===== config.mk =====
export PLATFORM = sky130hd
export DESIGN_NAME = uart_frame_parser_flat
export DESIGN_NICKNAME = d
export VERILOG_FILES = /design/src/rtl/uart_frame_parser_if.sv /design/src/rtl/uart_frame_parser.sv /design/src/flat_wrapper.sv
export SDC_FILE = /design/constraint.sdc
export NUM_CORES = 1
export LEC_CHECK = 0
export BUFFER_PORTS_ARGS = -buffer_cell sky130_fd_sc_hd__buf_2
export CAP_MARGIN = 20
export CORE_ASPECT_RATIO = 0.7
export CORE_UTILIZATION = 45
export CTS_CLUSTER_SIZE = 16
export DETAILED_ROUTE_END_ITERATION = 8
export PLACE_DENSITY = 0.65
export SLEW_MARGIN = 10
export SYNTH_ARGS = -nofsm -noshare
export SYNTH_HDL_FRONTEND = slang
export SYNTH_SLANG_ARGS = --single-unit

===== constraint.sdc =====
create_clock -name clk -period 3.2 [get_ports clk]
set_input_delay 0.32 -clock clk [delete_from_list [all_inputs] [get_ports clk]]
set_output_delay 0.32 -clock clk [all_outputs]
set_load 0.05 [all_outputs]

===== src/rtl/uart_frame_parser_if.sv =====
// uart_frame_parser_if
//   Bundles the byte-strobe input, consumer handshake and held-frame outputs
//   of uart_frame_parser.
//   slave  : the parser side (consumes rx bytes / ack, drives frame outputs)
//   master : the environment side (UART receiver + road-control consumer)
//   Signals:
//     i_rx_done, i_rx_data     byte strobe and data from the UART receiver
//     i_ack                    consumer acknowledge, releases a held frame
//     i_rd_idx                 payload read index
//     o_frame_valid            level, high while a validated frame is held
//     o_cmd, o_len             CMD / LEN of the held frame
//     o_payload_byte           payload[i_rd_idx]
//     o_frame_err, o_err_code  rejection pulse and its reason (1 len, 2 chk, 3 timeout)
//     o_overrun                pulse when a byte is dropped while holding
interface uart_frame_parser_if #(
  parameter int MAX_LEN = 8
);
  // Read index width; kept at least 1 bit so MAX_LEN=1 still has a port.
  localparam int RDW = (MAX_LEN > 1) ? $clog2(MAX_LEN) : 1;

  logic           i_rx_done;
  logic [7:0]     i_rx_data;
  logic           i_ack;
  logic [RDW-1:0] i_rd_idx;
  logic           o_frame_valid;
  logic [7:0]     o_cmd;
  logic [7:0]     o_len;
  logic [7:0]     o_payload_byte;
  logic           o_frame_err;
  logic [1:0]     o_err_code;
  logic           o_overrun;

  modport slave (
    input  i_rx_done, i_rx_data, i_ack, i_rd_idx,
    output o_frame_valid, o_cmd, o_len, o_payload_byte,
           o_frame_err, o_err_code, o_overrun
  );

  modport master (
    output i_rx_done, i_rx_data, i_ack, i_rd_idx,
    input  o_frame_valid, o_cmd, o_len, o_payload_byte,
           o_frame_err, o_err_code, o_overrun
  );
endinterface


===== src/rtl/uart_frame_parser.sv =====
// uart_frame_parser
//   Assembles HEADER, CMD, LEN, PAYLOAD[LEN], CHK frames from one-cycle UART
//   byte strobes. Rejects LEN > MAX_LEN, XOR checksum mismatches and
//   inter-byte gaps of TIMEOUT_CYC cycles. A good frame is held (valid level)
//   until i_ack; bytes arriving meanwhile are dropped with an overrun pulse.
//   Ports:
//     clk    system clock
//     reset  synchronous, active-high
//     bus    uart_frame_parser_if.slave (byte strobe in, frame/status out)
module uart_frame_parser #(
  parameter logic [7:0] HEADER      = 8'hAA,
  parameter int         MAX_LEN     = 8,
  parameter int         TIMEOUT_CYC = 100000
) (
  input  logic               clk,
  input  logic               reset,
  uart_frame_parser_if.slave bus
);
  localparam int RDW  = (MAX_LEN > 1) ? $clog2(MAX_LEN) : 1;
  localparam int IDXW = $clog2(MAX_LEN + 1);
  localparam int TW   = $clog2(TIMEOUT_CYC + 1);

  localparam logic [2:0] S_IDLE    = 3'd0;
  localparam logic [2:0] S_CMD     = 3'd1;
  localparam logic [2:0] S_LEN     = 3'd2;
  localparam logic [2:0] S_PAYLOAD = 3'd3;
  localparam logic [2:0] S_CHK     = 3'd4;
  localparam logic [2:0] S_HOLD    = 3'd5;

  logic [2:0]      state_q;
  logic [7:0]      chk_q;
  logic [IDXW-1:0] idx_q;
  logic [TW-1:0]   tmo_q;
  logic [7:0]      cmd_sh, len_sh;
  logic [7:0]      cmd_q, len_q;
  logic            err_q, ovr_q;
  logic [1:0]      code_q;

  // Depth rounded to a power of two so every read index is in range.
  logic [7:0] pbuf [0:(1<<RDW)-1];

  logic       rx;
  logic [7:0] rx_byte;
  logic       in_frame;
  logic       tmo_hit;

  assign rx       = bus.i_rx_done;
  assign rx_byte  = bus.i_rx_data;
  assign in_frame = (state_q == S_CMD) || (state_q == S_LEN) ||
                    (state_q == S_PAYLOAD) || (state_q == S_CHK);
  // A byte in the terminal cycle wins over the timeout.
  assign tmo_hit  = in_frame && !rx && (tmo_q == TW'(TIMEOUT_CYC - 1));

  always_ff @(posedge clk) begin
    if (reset) begin
      state_q <= S_IDLE;
      chk_q   <= '0;
      idx_q   <= '0;
      tmo_q   <= '0;
      cmd_sh  <= '0;
      len_sh  <= '0;
      cmd_q   <= '0;
      len_q   <= '0;
      err_q   <= 1'b0;
      ovr_q   <= 1'b0;
      code_q  <= '0;
    end else begin
      err_q <= 1'b0;
      ovr_q <= 1'b0;
      // Gap counter only runs mid-frame and restarts on every consumed byte.
      if (in_frame && !rx) tmo_q <= tmo_q + 1'b1;
      else                 tmo_q <= '0;

      if (tmo_hit) begin
        err_q   <= 1'b1;
        code_q  <= 2'd3;
        state_q <= S_IDLE;
      end else begin
        case (state_q)
          S_IDLE: if (rx && rx_byte == HEADER) begin
            chk_q   <= '0;
            state_q <= S_CMD;
          end
          S_CMD: if (rx) begin
            cmd_sh  <= rx_byte;
            chk_q   <= rx_byte;
            state_q <= S_LEN;
          end
          S_LEN: if (rx) begin
            if (rx_byte > 8'(MAX_LEN)) begin
              err_q   <= 1'b1;
              code_q  <= 2'd1;
              state_q <= S_IDLE;
            end else begin
              len_sh  <= rx_byte;
              chk_q   <= chk_q ^ rx_byte;
              idx_q   <= '0;
              state_q <= (rx_byte == 8'd0) ? S_CHK : S_PAYLOAD;
            end
          end
          S_PAYLOAD: if (rx) begin
            chk_q <= chk_q ^ rx_byte;
            idx_q <= idx_q + 1'b1;
            if (8'(idx_q) + 8'd1 == len_sh) state_q <= S_CHK;
          end
          S_CHK: if (rx) begin
            if (rx_byte == chk_q) begin
              cmd_q   <= cmd_sh;
              len_q   <= len_sh;
              state_q <= S_HOLD;
            end else begin
              err_q   <= 1'b1;
              code_q  <= 2'd2;
              state_q <= S_IDLE;
            end
          end
          S_HOLD: begin
            // Dropped outright, even in the ack cycle: never seen as a header.
            if (rx)        ovr_q   <= 1'b1;
            if (bus.i_ack) state_q <= S_IDLE;
          end
          default: state_q <= S_IDLE;
        endcase
      end
    end
  end

  // Payload storage is intentionally not reset.
  always_ff @(posedge clk) begin
    if (!reset && state_q == S_PAYLOAD && rx)
      pbuf[idx_q[RDW-1:0]] <= rx_byte;
  end

  assign bus.o_frame_valid  = (state_q == S_HOLD);
  assign bus.o_cmd          = cmd_q;
  assign bus.o_len          = len_q;
  assign bus.o_payload_byte = pbuf[bus.i_rd_idx];
  assign bus.o_frame_err    = err_q;
  assign bus.o_err_code     = code_q;
  assign bus.o_overrun      = ovr_q;
endmodule


===== src/flat_wrapper.sv =====
// flat-port wrapper written by rule: the top's interface ports become plain ports
module uart_frame_parser_flat 
#(
  parameter logic [7:0] HEADER      = 8'hAA,
  parameter int         MAX_LEN     = 8,
  parameter int         TIMEOUT_CYC = 100000
)
  (clk, reset, bus_i_rx_done, bus_i_rx_data, bus_i_ack, bus_i_rd_idx, bus_o_frame_valid, bus_o_cmd, bus_o_len, bus_o_payload_byte, bus_o_frame_err, bus_o_err_code, bus_o_overrun);
  uart_frame_parser_if #(.MAX_LEN(MAX_LEN)) bus_i ();
  input  logic clk;
  input  logic reset;
  input wire logic [$bits(bus_i.i_rx_done)-1:0] bus_i_rx_done;
  input wire logic [$bits(bus_i.i_rx_data)-1:0] bus_i_rx_data;
  input wire logic [$bits(bus_i.i_ack)-1:0] bus_i_ack;
  input wire logic [$bits(bus_i.i_rd_idx)-1:0] bus_i_rd_idx;
  output wire logic [$bits(bus_i.o_frame_valid)-1:0] bus_o_frame_valid;
  output wire logic [$bits(bus_i.o_cmd)-1:0] bus_o_cmd;
  output wire logic [$bits(bus_i.o_len)-1:0] bus_o_len;
  output wire logic [$bits(bus_i.o_payload_byte)-1:0] bus_o_payload_byte;
  output wire logic [$bits(bus_i.o_frame_err)-1:0] bus_o_frame_err;
  output wire logic [$bits(bus_i.o_err_code)-1:0] bus_o_err_code;
  output wire logic [$bits(bus_i.o_overrun)-1:0] bus_o_overrun;
  assign bus_i.i_rx_done = bus_i_rx_done;
  assign bus_i.i_rx_data = bus_i_rx_data;
  assign bus_i.i_ack = bus_i_ack;
  assign bus_i.i_rd_idx = bus_i_rd_idx;
  assign bus_o_frame_valid = bus_i.o_frame_valid;
  assign bus_o_cmd = bus_i.o_cmd;
  assign bus_o_len = bus_i.o_len;
  assign bus_o_payload_byte = bus_i.o_payload_byte;
  assign bus_o_frame_err = bus_i.o_frame_err;
  assign bus_o_err_code = bus_i.o_err_code;
  assign bus_o_overrun = bus_i.o_overrun;
  uart_frame_parser #(.HEADER(HEADER), .MAX_LEN(MAX_LEN), .TIMEOUT_CYC(TIMEOUT_CYC)) u_core (.clk(clk), .reset(reset), .bus(bus_i));
endmodule

======== After elaboration in Yosys (flattened, before gate mapping) ========
Memories as Yosys holds them, arrays and structs flattened.
Index checks and enable logic that the tools add are counted.
word-level totals
  register bits ........................... 68
  memory bits (writable) .................. 64
  input port bits ......................... 15
  logic and storage cells ................. 103
  memories kept ........................... 1
operators by class
  add/subtract/negate cells ............... 3
  $lt $le $gt $ge ......................... 1
  equal/unequal tests ..................... 21
  mux-type cells .......................... 36
  bitwise gates (word level) .............. 5
  reductions and logical operators ........ 25
memory list
  memory       words  bits a word  read ports  clocked after memory_dff  wr ports  line                     RTL
  u_core.pbuf  8      8            1           0                         1         uart_frame_parser.sv:40  logic [7:0] pbuf [0:(1<<RDW)-1];
operators with widths
  cell                     count
  $mux W8                  5
  $pmux W8 S4              1
  $mux W3                  10
  $pmux W3 S6              1
  $add A17 B1 Y17 const B  1
  $eq A17 B17 Y1 const B   1
  $eq A8 B8 Y1             2
  $ne A2 B2 Y1 const B     7
  $reduce_and A7 Y1        2
  $mux W4                  3
  $ne A3 B2 Y1 const B     4
  $mux W2                  5
  $reduce_and A5 Y1        2
  $eq A8 B8 Y1 const B     1
  $gt A8 B4 Y1 const B     1
  $logic_not A8 Y1         1
  $mux W1                  8
  $pmux W4 S2              1
  $reduce_and A4 Y1        2
  $xor A8 B8 Y8            1
  $eq A3 B2 Y1 const B     2
  $eq A3 B3 Y1 const B     2
  $add A4 B1 Y5 const B    1
  $logic_and A1 B1 Y1      5
  15 further kinds         22

======== Depth between registers and ports, before layout ========
Gate-level depths: netlist of run 1.
  depth after elaboration ................. 8
  mapped depth ............................ 8
  mapped depth without buffers ............ 6

======== Worst setup path before layout of run 1 ========
Ideal clock, no wire load.
  kind .................................... flip-flop to flip-flop
  start ................................... register u_core.state_q[1]
  end ..................................... memory u_core.pbuf[2][0] (enable)
  setup time .............................. 0.385 ns
  arrival time ............................ 2.052 ns
  path slack .............................. 0.763 ns
  cell stages (with the launch flop) ...... 6
  buffers on the path ..................... 1
  cells stage by stage .................... dfxtp_1 -> buf_2 -> nor2b_1 -> nand3_1 -> or3_1 -> nor3b_1
between the ends
  longest elaborated chain between the ends .. 5
ends and longest elaborated chain
  element                            line                      RTL
  start: declaration                 uart_frame_parser.sv:30   logic [2:0] state_q;
  start signal: assignment           uart_frame_parser.sv:98   state_q <= (rx_byte == 8'd0) ? S_CHK : S_PAYLOAD;
  $eq A3 B2 Y1                       uart_frame_parser.sv:130  if (!reset && state_q == S_PAYLOAD && rx)
  $logic_and A1 B1 Y1 (2 in series)  uart_frame_parser.sv:130
  $mux W1                            uart_frame_parser.sv:130
  $mux W1 (implied by the code)      uart_frame_parser.sv:131  pbuf[idx_q[RDW-1:0]] <= rx_byte;
  end: declaration                   uart_frame_parser.sv:40
Every way passes these cells.

======== Final worst setup path of run 1 ========
  start ................................... register u_core.idx_q[1]
  end ..................................... register u_core.state_q[0]
between the ends
  longest elaborated chain between the ends .. 4
ends and longest elaborated chain
  element                      line                      RTL
  start: declaration           uart_frame_parser.sv:32   logic [IDXW-1:0] idx_q;
  start signal: assignment     uart_frame_parser.sv:103  idx_q <= idx_q + 1'b1;
  $add A4 B1 Y5                uart_frame_parser.sv:104  if (8'(idx_q) + 8'd1 == len_sh) state_q <= S_CHK;
  $eq A8 B8 Y1                 uart_frame_parser.sv:104
  $ne A2 B2 Y1 (no line)       -
  $reduce_and A7 Y1 (no line)  -
Every way passes these cells.
A chain may end at the register's enable or synchronous reset.

==> results of run 1 <==
## metal layers
metal	part of all wire [%]	routed length (microns)	up-vias	global-route usage (%)
li1	-	-	1889	-
met1	48	5900	1888	28.2
met2	44	5370	132	30.0
met3	6.0	732	21	5.85
met4	1.6	194	0	7.50
met5	0	0	-	0
## state kept, by name, summed over array words and instances (netlist names), 4 cells and up
register and flops:
u_core.idx_q 4, u_core.chk_q 8, u_core.len_sh 8, u_core.tmo_q 17, u_core.bus.o_len 8, u_core.cmd_sh 8, u_core.bus.o_cmd 8, u_core.pbuf 64
## worst max-delay path: stages (launching register included)
cell and delay [ns]:
dfxtp_1 0.49, ha_1 0.32, xor2_1 0.15, or4_1 0.41
o311ai_1 0.46, nand3_1 0.12, o311a_1 0.35
## final timing paths
| path | start | endpoint | slack, ns |
|---|---|---|---|
| worst max register to register | u_core.idx_q[1] | u_core.state_q[0] | 0.79 |
| worst min register to register | u_core.bus.o_cmd[4] | u_core.bus.o_cmd[4] | 0.44 |
| worst max-delay path | u_core.idx_q[1] | u_core.state_q[0] | 0.79 |
| worst min-delay path | reset | u_core.idx_q[0] | 0.17 |
## cell usage after synthesis, types with 10 or more instances
master	n	share of area, %
mux2i_1	12	2.1
nor2b_1	10	1.1
a21oi_1	37	3.3
inv_1	14	0.92
nand3_1	29	2.6
mux4_2	16	6.3
clkbuf_1	24	1.6
dfxtp_1	68	24
nand2_1	27	1.8
xor2_1	17	2.6
o21ai_0	10	0.88
nor2_1	51	3.4
edfxtp_1	64	34
## where the power goes
part | switching [W] | internal [W] | leakage (nW)
clock | 0.000702 | 0.00114 | 0.260
combinational | 0.000102 | 0.0000453 | 0.916
sequential | 0.000000113 | 0.00177 | 1.12
total | 0.000804 | 0.00296 | 2.30
## cell families (layout without fill, tap and decap cells)
kind of cell,after synthesis,in the layout
simple gates,181,181
flops,132,132
compound gates,72,72
buf+inv,48,101
mux,36,36
xor+xnor,25,25
fa+ha+maj,2,2
## layout by cell type (no fill, tap or decap), types with 16 or more instances in the layout
cell,count
dfxtp_1,68
edfxtp_1,64
nor2_1,51
buf_2,43
a21oi_1,37
nand3_1,29
nand2_1,27
xor2_1,17
clkbuf_16,17
mux4_2,16
## layout make-up
class | count | area (sq um)
multi-input combinational | 316 | 2200
inverter | 14 | 52.6
clock buffer | 19 | 433
timing repair buffer | 56 | 313
tap | 157 | 196
fill | 1006 | 5410
sequential | 132 | 3280
clock inverter | 12 | 133
## stage by stage
stage / worst slack, ns / cells / utilization, % / power [W]
finish: 0.791 / 706 / 55.0 / 0.00376
global route: 0.676 / 706 / 55.0 / 0.00388
CTS: 0.800 / 706 / 55.0 / 0.00380
detailed placement: 0.756 / 675 / 50.3 / 0.00195
global placement: 0.875 / 675 / 50.3 / 0.00195
floorplan: 0.763 / 496 / - / 0.00191
==> metrics.md, run 1 <==
| Metric | Value |
|---|---|
| Status | `complete, no violations` |
| Post-cts resize count | `0` |
| Adder-Cell Fraction of Synth Area | `0.440%` |
| Placed inst area | `roughly 0.0060 sq mm` |
| Post-CTS Setup Inserts | `0` |
| Die area | `~0.013 sq mm` |
| Mapped cell area | `0.00568 sq mm` |
| Final setup viols | `0` |
| Worst Hold Class | `in2reg` |
| Post-CTS Hold Fix Bufs | `0` |
| Leakage | `about 2.3 nW` |
| Minimum clock period | `approximately 2.4 ns` |
| Syn_area_per_cell | `~11 sq um` |
| Fin area | `roughly 0.0066 sq mm` |
| Via/cell ratio | `between 5 and 6` |
| Largest family of logic cells by synthesized area | `simple AND/OR/NAND/NOR gates` |
| Final ANT Viol Nets | `0` |
| Final Hold Viols | `0` |
| Clk buf depth | `2` |
| WL per Instance | `around 17 microns` |
| Crit start category | `register` |
| IO Port Bufs | `43` |
| Sequential cell area fraction in the yosys report | `between 50 and 60%` |
| Placer Congestion | `between 0.8 and 0.9` |
| Reg clk slew, reported paths | `0.05 ns` |
| WL final | `~12000 microns` |
| Share of cells above drive strength 1 | `between 20% and 30%` |
| Fmax | `roughly 420 MHz` |
| Max transition margin | `between 40 and 50%` |
| Data required, critical path | `3.49 ns` |
| First-pass GRT wire length | `roughly 20000 microns` |
| Initial antenna violation count | `0` |
| Dpl hpwl | `around 8000 microns` |
| Endpoint type of the worst setup path | `register` |
| DRC | `0` |
| Post-Synth XOR/XNOR Area | `under 10%` |
| P&R area growth vs syn | `16.2%` |
| Post-synthesis register bit count | `roughly 130` |
| Pin slew with the least headroom to its limit | `~0.81 ns` |
| Max-cap violation count | `0` |
| Syn Inst Count | `496` |
| Post-synthesis mux area share | `about 10%` |
| Core Region | `0.0120 sq mm` |
| Crit path kind | `reg2reg` |
| Initial DRT Pass Iterations | `4` |
| Vias in the first global route | `~3800` |
| RSZ-0062 raised after global routing | `false` |
| CTS buffer count | `17` |
| WHS | `about 0.17 ns` |
| Grt total ovfl | `0` |
| Starting Density | `47.3%` |
| Global Route Usage Sum | `20.3%` |
| Synth warn | `0` |
| Syn_nets | `around 500` |
| TNS Setup | `0 ns` |
| Cell Rows | `33` |
| Total number of vias | `approximately 3900` |
| Die height | `96.0 microns` |
| Top FF cell, synth | `dfxtp_1` |
| Post-Route Skew | `~0.008 ns` |
| Period utilization | `between 70% and 80%` |
| Synth Area in Compound Gates | `approximately 7.6%` |
| Antenna cells | `0` |
| Cells on worst reg2reg path | `6` |
| Critical path fanouts, max | `10` |
| TritonCTS clock tree | `done` |
| Worst vdd ir | `approximately 0.42 mV` |
| Worst-Skew Late Latency | `~0.41 ns` |
| H-tree Lvls | `4` |
| I/O Pins | `44` |
| Worst EP arrival | `between 2 and 3 ns` |
| Cell Pwr Density | `approximately 570 mW/mm^2` |
| Clk root buf | `clkbuf_16` |
| Post-synth EDFFs | `64` |
| Async S/R FF share, synth | `0%` |
| WHS Path Cells | `2` |
| Simple-gate area share of the yosys netlist | `16.7%` |
| NumNets Final | `between 500 and 600` |
| # clock sinks | `132` |
| Max-slew violations | `0` |
| Largest net degree at the start of global routing | `47` |
| Die W | `136 microns` |
| 1st-iter DRT viols | `278` |
| Cell variety after synth | `54` |
No activity file was read; power rests on OpenSTA's default activity.
==> run 2: changes to the inputs <==
--- a/config.mk
+++ b/config.mk
@@ -11,7 +11,7 @@
 export CORE_UTILIZATION = 45
 export CTS_CLUSTER_SIZE = 16
 export DETAILED_ROUTE_END_ITERATION = 8
-export PLACE_DENSITY = 0.65
+export PLACE_DENSITY = 0.67
 export SLEW_MARGIN = 10
 export SYNTH_ARGS = -nofsm -noshare
 export SYNTH_HDL_FRONTEND = slang
==> constraint.sdc (replaced) <==
create_clock -name clk -period 2.1 [get_ports clk]
set_input_delay 0.21 -clock clk [delete_from_list [all_inputs] [get_ports clk]]
set_output_delay 0.21 -clock clk [all_outputs]
set_load 0.05 [all_outputs]
==> run 2 against run 1 <==
Non-clock buffer count rose by 22. Highest routed layer unchanged. Final area rose by 4.3%. Fmax grew 16%. Worst setup slack got worse by 0.76 ns. Worst hold slack lost 0.030 ns. Via count rose by 0.61%. Sequential power grew 53%. Power increased by 59%. Sequential cell count unchanged.
==> metrics.md, run 2 (same netlist as run 1, synthesis figures left out) <==
| Metric | Value |
|---|---|
| Worst path cell trace | `ha_4, xor2_1, or4_4, o311ai_4, nand3_1, o311a_1 (was ha_1, xor2_1, or4_1, o311ai_1, nand3_1, o311a_1)` |
| I/O Pins | `44 (unchanged)` |
| Most common cell after layout, fill and taps aside | `dfxtp_1 (unchanged)` |
| P&R area growth vs syn | `21.3% (was 16.2%)` |
| Initial antenna violation count | `0 (unchanged)` |
| Core Region | `0.0120 sq mm (unchanged)` |
| Initial DRT Pass Iterations | `4 (unchanged)` |
| Total number of vias | `3954 (was 3930)` |
| Cell Pwr Density | `865 mW/mm^2 (was 569 mW/mm^2)` |
| IO Port Bufs | `43 (unchanged)` |
| Clk buf depth | `2 (unchanged)` |
| Placer Congestion | `0.830 (was 0.849)` |
| Die height | `96.0 microns (unchanged)` |
| Starting Density | `47.3% (unchanged)` |
| Flop pwr share | `45.2% (was 47.1%)` |
| Final setup viols | `0 (unchanged)` |
| Most frequent cells in the layout | `66 x dfxtp_1, 64 x edfxtp_1, 50 x nor2_1 (was 68 x dfxtp_1, 64 x edfxtp_1, 51 x nor2_1)` |
| Period utilization | `98.5% (was 75.3%)` |
| Die area | `0.0131 sq mm (unchanged)` |
| Final setup margin | `0.0315 ns (was 0.791 ns)` |
| Share of cells above drive strength 1 | `26.4% (was 20.9%)` |
| Final Non-Filler Cells | `729 (was 706)` |
| Critical-path top delay cell | `or4_4 (was dfxtp_1)` |
| Internal power | `0.00466 W (was 0.00296 W)` |
| Crit path kind | `reg2reg (unchanged)` |
| Worst vdd ir | `0.608 mV (was 0.418 mV)` |
| Clk root buf | `clkbuf_16 (unchanged)` |
| Post-Route Skew | `0.0118 ns (was 0.00777 ns)` |
| Crit start category | `register (unchanged)` |
| Multi-input logic area | `0.00226 sq mm (was 0.00220 sq mm)` |
| Delay-heaviest family, CP | `compound AO/OA/AOI/OAI gates (unchanged)` |
| WHS | `0.145 ns (was 0.174 ns)` |
| TNS Setup | `0 ns (unchanged)` |
| TritonCTS clock tree | `done (unchanged)` |
| DRC | `0 (unchanged)` |
| Pre-CTS WS | `-0.129 ns (was 0.756 ns)` |
| WL final | `12500 microns (was 12200 microns)` |
| Die W | `136 microns (unchanged)` |
| Max-slew violations | `0 (unchanged)` |
| RSZ-0062 raised after global routing | `true (was false)` |
| CTS buffer count | `17 (unchanged)` |
| 1st-iter DRT viols | `286 (was 278)` |
| Worst EP arrival | `2.37 ns (was 2.70 ns)` |
| Fmax | `483 MHz (was 415 MHz)` |
| Global Route Usage Sum | `20.9% (was 20.3%)` |
| Part of the power in combinational logic | `4.0% (was 3.9%)` |
| Endpoint type of the worst setup path | `register (unchanged)` |
| Clock Power Share | `50.8% (was 49.0%)` |
| Max-cap violation count | `0 (unchanged)` |
| Worst Hold Class | `in2reg (unchanged)` |
| Antenna cells | `0 (unchanged)` |
| Via/cell ratio | `5.42 (was 5.57)` |
| H-tree Lvls | `4 (unchanged)` |
| NumNets Final | `576 (was 554)` |
| Pin slew with the least headroom to its limit | `0.609 ns (was 0.815 ns)` |
| Worst path buffer plus inverter count | `0 (unchanged)` |
| Register Area | `0.00329 sq mm (was 0.00328 sq mm)` |
| First-pass GRT wire length | `20300 microns (was 19600 microns)` |
| Final ANT Viol Nets | `0 (unchanged)` |
| # clock sinks | `132 (unchanged)` |
| Sw Ratio | `21.8% (was 21.4%)` |
| Cell total after placement | `696 (was 675)` |
| Cell Rows | `33 (unchanged)` |
| Leakage | `2.45 nW (was 2.30 nW)` |
| Max reg flops | `64 (unchanged)` |
| Critical path fanouts, max | `2 (was 10)` |
| Grt total ovfl | `0 (unchanged)` |
| Switching power | `0.00130 W (was 0.000804 W)` |
| Status | `complete, no violations (unchanged)` |
| Worst-Skew Late Latency | `0.41 ns (about the same)` |
| Data required, critical path | `2.40 ns (was 3.49 ns)` |
| Fill count | `977 (was 1006)` |
| Largest net degree at the start of global routing | `40 (was 47)` |
| Reg clk slew, reported paths | `0.06 ns (was 0.05 ns)` |
| Worst path max stage delay | `0.45 ns (was 0.49 ns)` |
| Vias in the first global route | `3915 (was 3769)` |
| WL per Instance | `17.1 microns (was 17.3 microns)` |
| Max transition margin | `59.4% (was 45.5%)` |
| Dpl hpwl | `8330 microns (was 8120 microns)` |
| Minimum clock period | `2.07 ns (was 2.41 ns)` |
| Final Hold Viols | `0 (unchanged)` |
==> run 2: cell count changes in the layout (fill, tap and decap cells not counted), sizes merged <==
cell / delta
buf: +22
clkbuf: -1
clkinv: +2
inv: +2
clkinvlp: -3
bufinv: +1
==> run 2: timing repair <==
action,CTS,global route
gates resized for setup,4,3
endpoints found under the setup margin,3,3
hold endpoints to repair,0,0
buffers inserted,0,1
hold buffers,0,0
pin swaps,1,0
==> run 2: stage by stage <==
step           power (W)  cell area [sq um]  utilization, %
6_report         0.00596               6890            57.4
5_1_grt          0.00614               6890            57.4
4_1_cts          0.00600               6870            57.2
3_5_place_dp     0.00299               6240            52.0
3_3_place_gp     0.00299               6240            52.0
2_1_floorplan    0.00291               5720               -
==> run 2: tightest hold or removal path: stages <==
cell      delay, ns
buf_2          0.09
nand2_1        0.05
nand3_1        0.08
a21boi_1       0.07
==> run 2: layer usage <==
metal / global-route usage [%] / share of wire (%)
met5: 0 / 0
met1: 28.4 / 47
met3: 4.42 / 6.1
met4: 8.06 / 0.93
met2: 32.7 / 46
==> run 2: final cells by class <==
class                   instances  area share, %
clock buffers                  18           6.23
multi-input cells             316           32.8
well taps                     157           2.85
clock inverters                14           2.56
repair buffers                 78           7.12
flip-flops and latches        132           47.7
inverters                      14          0.762
==> run 2: final timing paths <==
check	from	slack, ns	cells after the start	end
max	u_core.idx_q[0]	0.03	6	u_core.state_q[0]
min	bus_i_ack	0.14	4	u_core.state_q[2]
max reg2reg	u_core.idx_q[0]	0.03	6	u_core.state_q[0]
min reg2reg	u_core.bus.o_cmd[3]	0.45	2	u_core.bus.o_cmd[3]
==> run 2: power by group through the flow <==
stage	Sequential, W	Clock, W	Combinational, W
final	0.00270	0.00303	0.000237
after global routing	0.00269	0.00319	0.000255
after CTS	0.00269	0.00307	0.000240
after detailed placement	0.00275	0	0.000238
after global placement	0.00275	0	0.000235
after floorplan	0.00275	0	0.000154
==> run 3: changes to the inputs <==
--- a/config.mk
+++ b/config.mk
@@ -8,10 +8,10 @@
 export BUFFER_PORTS_ARGS = -buffer_cell sky130_fd_sc_hd__buf_2
 export CAP_MARGIN = 20
 export CORE_ASPECT_RATIO = 0.7
-export CORE_UTILIZATION = 45
+export CORE_UTILIZATION = 54
 export CTS_CLUSTER_SIZE = 16
 export DETAILED_ROUTE_END_ITERATION = 8
-export PLACE_DENSITY = 0.67
+export PLACE_DENSITY = 0.78
 export SLEW_MARGIN = 10
 export SYNTH_ARGS = -nofsm -noshare
 export SYNTH_HDL_FRONTEND = slang
==> run 3 against run 2 <==
Clock power about the same. Sequential power about the same. Die area decreased by 16%.
==> metrics.md, run 3 (same netlist as run 1, synthesis figures left out) <==
| Metric | Value |
|---|---|
| WL per Instance | `18.5 microns (was 17.1 microns)` |
| Worst-Skew Late Latency | `0.42 ns (was 0.41 ns)` |
| Post-CTS Setup Inserts | `0 (unchanged)` |
| CTS buffer count | `17 (unchanged)` |
| Max reg flops | `64 (unchanged)` |
| Antenna cells | `0 (unchanged)` |
| Post-CTS Hold Fix Bufs | `0 (unchanged)` |
| Dpl hpwl | `8350 microns (was 8330 microns)` |
| Leakage | `2.44 nW (was 2.45 nW)` |
| Starting Density | `57.1% (was 47.3%)` |
| Worst path buffer plus inverter count | `0 (unchanged)` |
| RR Startpoint | `u_core.idx_q[1] (was u_core.idx_q[0])` |
| Post-Route Skew | `0.00795 ns (was 0.0118 ns)` |
| Crit start category | `register (unchanged)` |
| Vias in the first global route | `3957 (was 3915)` |
| Worst EP arrival | `2.32 ns (was 2.37 ns)` |
| Data required, critical path | `2.40 ns (about the same)` |
| Final setup margin | `0.0748 ns (was 0.0315 ns)` |
| NumNets Final | `574 (was 576)` |
| Max-slew violations | `0 (unchanged)` |
| Placer Congestion | `0.882 (was 0.830)` |
| Most frequent cells in the layout | `66 x dfxtp_1, 64 x edfxtp_1, 50 x nor2_1 (unchanged)` |
| Pre-CTS WS | `-0.0649 ns (was -0.129 ns)` |
| Grt total ovfl | `0 (unchanged)` |
| Critical path origin | `u_core.idx_q[1] (was u_core.idx_q[0])` |
| Die W | `125 microns (was 136 microns)` |
| Most common cell after layout, fill and taps aside | `dfxtp_1 (unchanged)` |
| Die height | `87.8 microns (was 96.0 microns)` |
| IO Port Bufs | `43 (unchanged)` |
| Period utilization | `96.4% (was 98.5%)` |
| Final Hold Viols | `0 (unchanged)` |
| Clk buf depth | `2 (unchanged)` |
| DRC | `0 (unchanged)` |
| Endpoint type of the worst setup path | `register (unchanged)` |
| Reg clk slew, reported paths | `0.06 ns (about the same)` |
| Final setup viols | `0 (unchanged)` |
| Initial antenna violation count | `0 (unchanged)` |
| Hold path start | `bus_i_rx_data[7] (was bus_i_ack)` |
| Cell Pwr Density | `865 mW/mm^2 (about the same)` |
| Critical-path top delay cell | `or4_4 (unchanged)` |
| Via/cell ratio | `5.90 (was 5.42)` |
| Max-cap violation count | `0 (unchanged)` |
| Total number of vias | `4121 (was 3954)` |
| Critical path fanouts, max | `2 (unchanged)` |
| Pin slew with the least headroom to its limit | `0.595 ns (was 0.609 ns)` |
| Tot Pwr | `0.00593 W (was 0.00596 W)` |
| WHS | `0.106 ns (was 0.145 ns)` |
| First-pass GRT wire length | `20700 microns (was 20300 microns)` |
| Worst vdd ir | `0.643 mV (was 0.608 mV)` |
| Status | `complete, no violations (unchanged)` |
| # clock sinks | `132 (unchanged)` |
| Max transition margin | `60.0% (was 59.4%)` |
| Die area | `0.0109 sq mm (was 0.0131 sq mm)` |
| Largest net degree at the start of global routing | `35 (was 40)` |
| P&R area growth vs syn | `20.6% (was 21.3%)` |
| Cell Rows | `30 (was 33)` |
| Initial DRT Pass Iterations | `5 (was 4)` |
| Final Non-Filler Cells | `698 (was 729)` |
| RSZ-0062 raised after global routing | `false (was true)` |
| Fin area | `0.00685 sq mm (was 0.00689 sq mm)` |
| Global Route Usage Sum | `25.3% (was 20.9%)` |
| 1st-iter DRT viols | `423 (was 286)` |
| H-tree Lvls | `4 (unchanged)` |
| Delay-heaviest family, CP | `compound AO/OA/AOI/OAI gates (unchanged)` |
| I/O Pins | `44 (unchanged)` |
| Share of cells above drive strength 1 | `26.0% (was 26.4%)` |
| WL final | `12900 microns (was 12500 microns)` |
| Crit path kind | `reg2reg (unchanged)` |
| Final ANT Viol Nets | `0 (unchanged)` |
| Minimum clock period | `2.03 ns (was 2.07 ns)` |
| Worst path cell trace | `ha_4, xor2_1, or4_4, o311ai_4, nand3_1, o311a_1 (unchanged)` |
| Fmax | `494 MHz (was 483 MHz)` |
| Placed inst area | `0.00621 sq mm (was 0.00624 sq mm)` |
| Worst path max stage delay | `0.43 ns (was 0.45 ns)` |
| Cell total after placement | `666 (was 696)` |
| Core Region | `0.00995 sq mm (was 0.0120 sq mm)` |
| Clk root buf | `clkbuf_16 (unchanged)` |
| Worst Hold Class | `in2reg (unchanged)` |
| TritonCTS clock tree | `done (unchanged)` |
-- run 3: cell count changes in the layout (fill, tap and decap cells not counted) --
cell	change
inv_8	-1
clkinv_4	+2
buf_12	+1
clkinv_1	+1
buf_4	-3
clkinv_2	-2
-- run 3: worst paths after layout --
path	endpoint	slack [ns]	cells after the start
hold / removal	u_core.pbuf[6][7]	0.11	1
setup / recovery	u_core.state_q[0]	0.07	6
setup reg to reg	u_core.state_q[0]	0.07	6
hold reg to reg	u_core.bus.o_len[7]	0.45	2
-- run 3: layout make-up --
| class | count | area, sq um |
|---|---|---|
| fill | 699 | 3090 |
| sequential | 132 | 3290 |
| tap | 128 | 160 |
| clock buffer | 18 | 429 |
| timing repair buffer | 76 | 488 |
| inverter | 14 | 52.6 |
| clock inverter | 14 | 176 |
| multi-input combinational | 316 | 2260 |
-- run 3: metal layers --
metal  wire (microns)  GRT usage [%]
met5                0              0
met4              115           7.45
met3              803           7.27
met2             6030           40.8
met1             5940           33.8
-- run 3: power by group --
part	switching, W	leakage, nW	internal, W
registers	0.000000200	1.12	0.00270
logic	0.000157	1.03	0.0000830
clock network	0.00112	0.289	0.00188
-- run 3: per-stage QoR --
step	utilization [%]	setup TNS [ns]
after floorplan	-	-0.0105
after global placement	62.5	-0.00635
after detailed placement	62.5	-0.0896
after CTS	68.9	0
after global routing	68.9	0
final	68.9	0
-- run 3: worst register-to-register path: stages (launching register included) --
cell      delay (ns)
dfxtp_2         0.34
ha_4            0.24
xor2_1          0.15
or4_4           0.43
o311ai_4        0.33
nand3_1         0.12
o311a_1         0.30
-- run 3: timing repair --
| action | 4_1_cts | 5_1_grt |
|---|---|---|
| gates resized for setup | 5 | 2 |
| pin swaps | 3 | 3 |
| gates cloned | 0 | 0 |
| endpoints found under the setup margin | 3 | 2 |
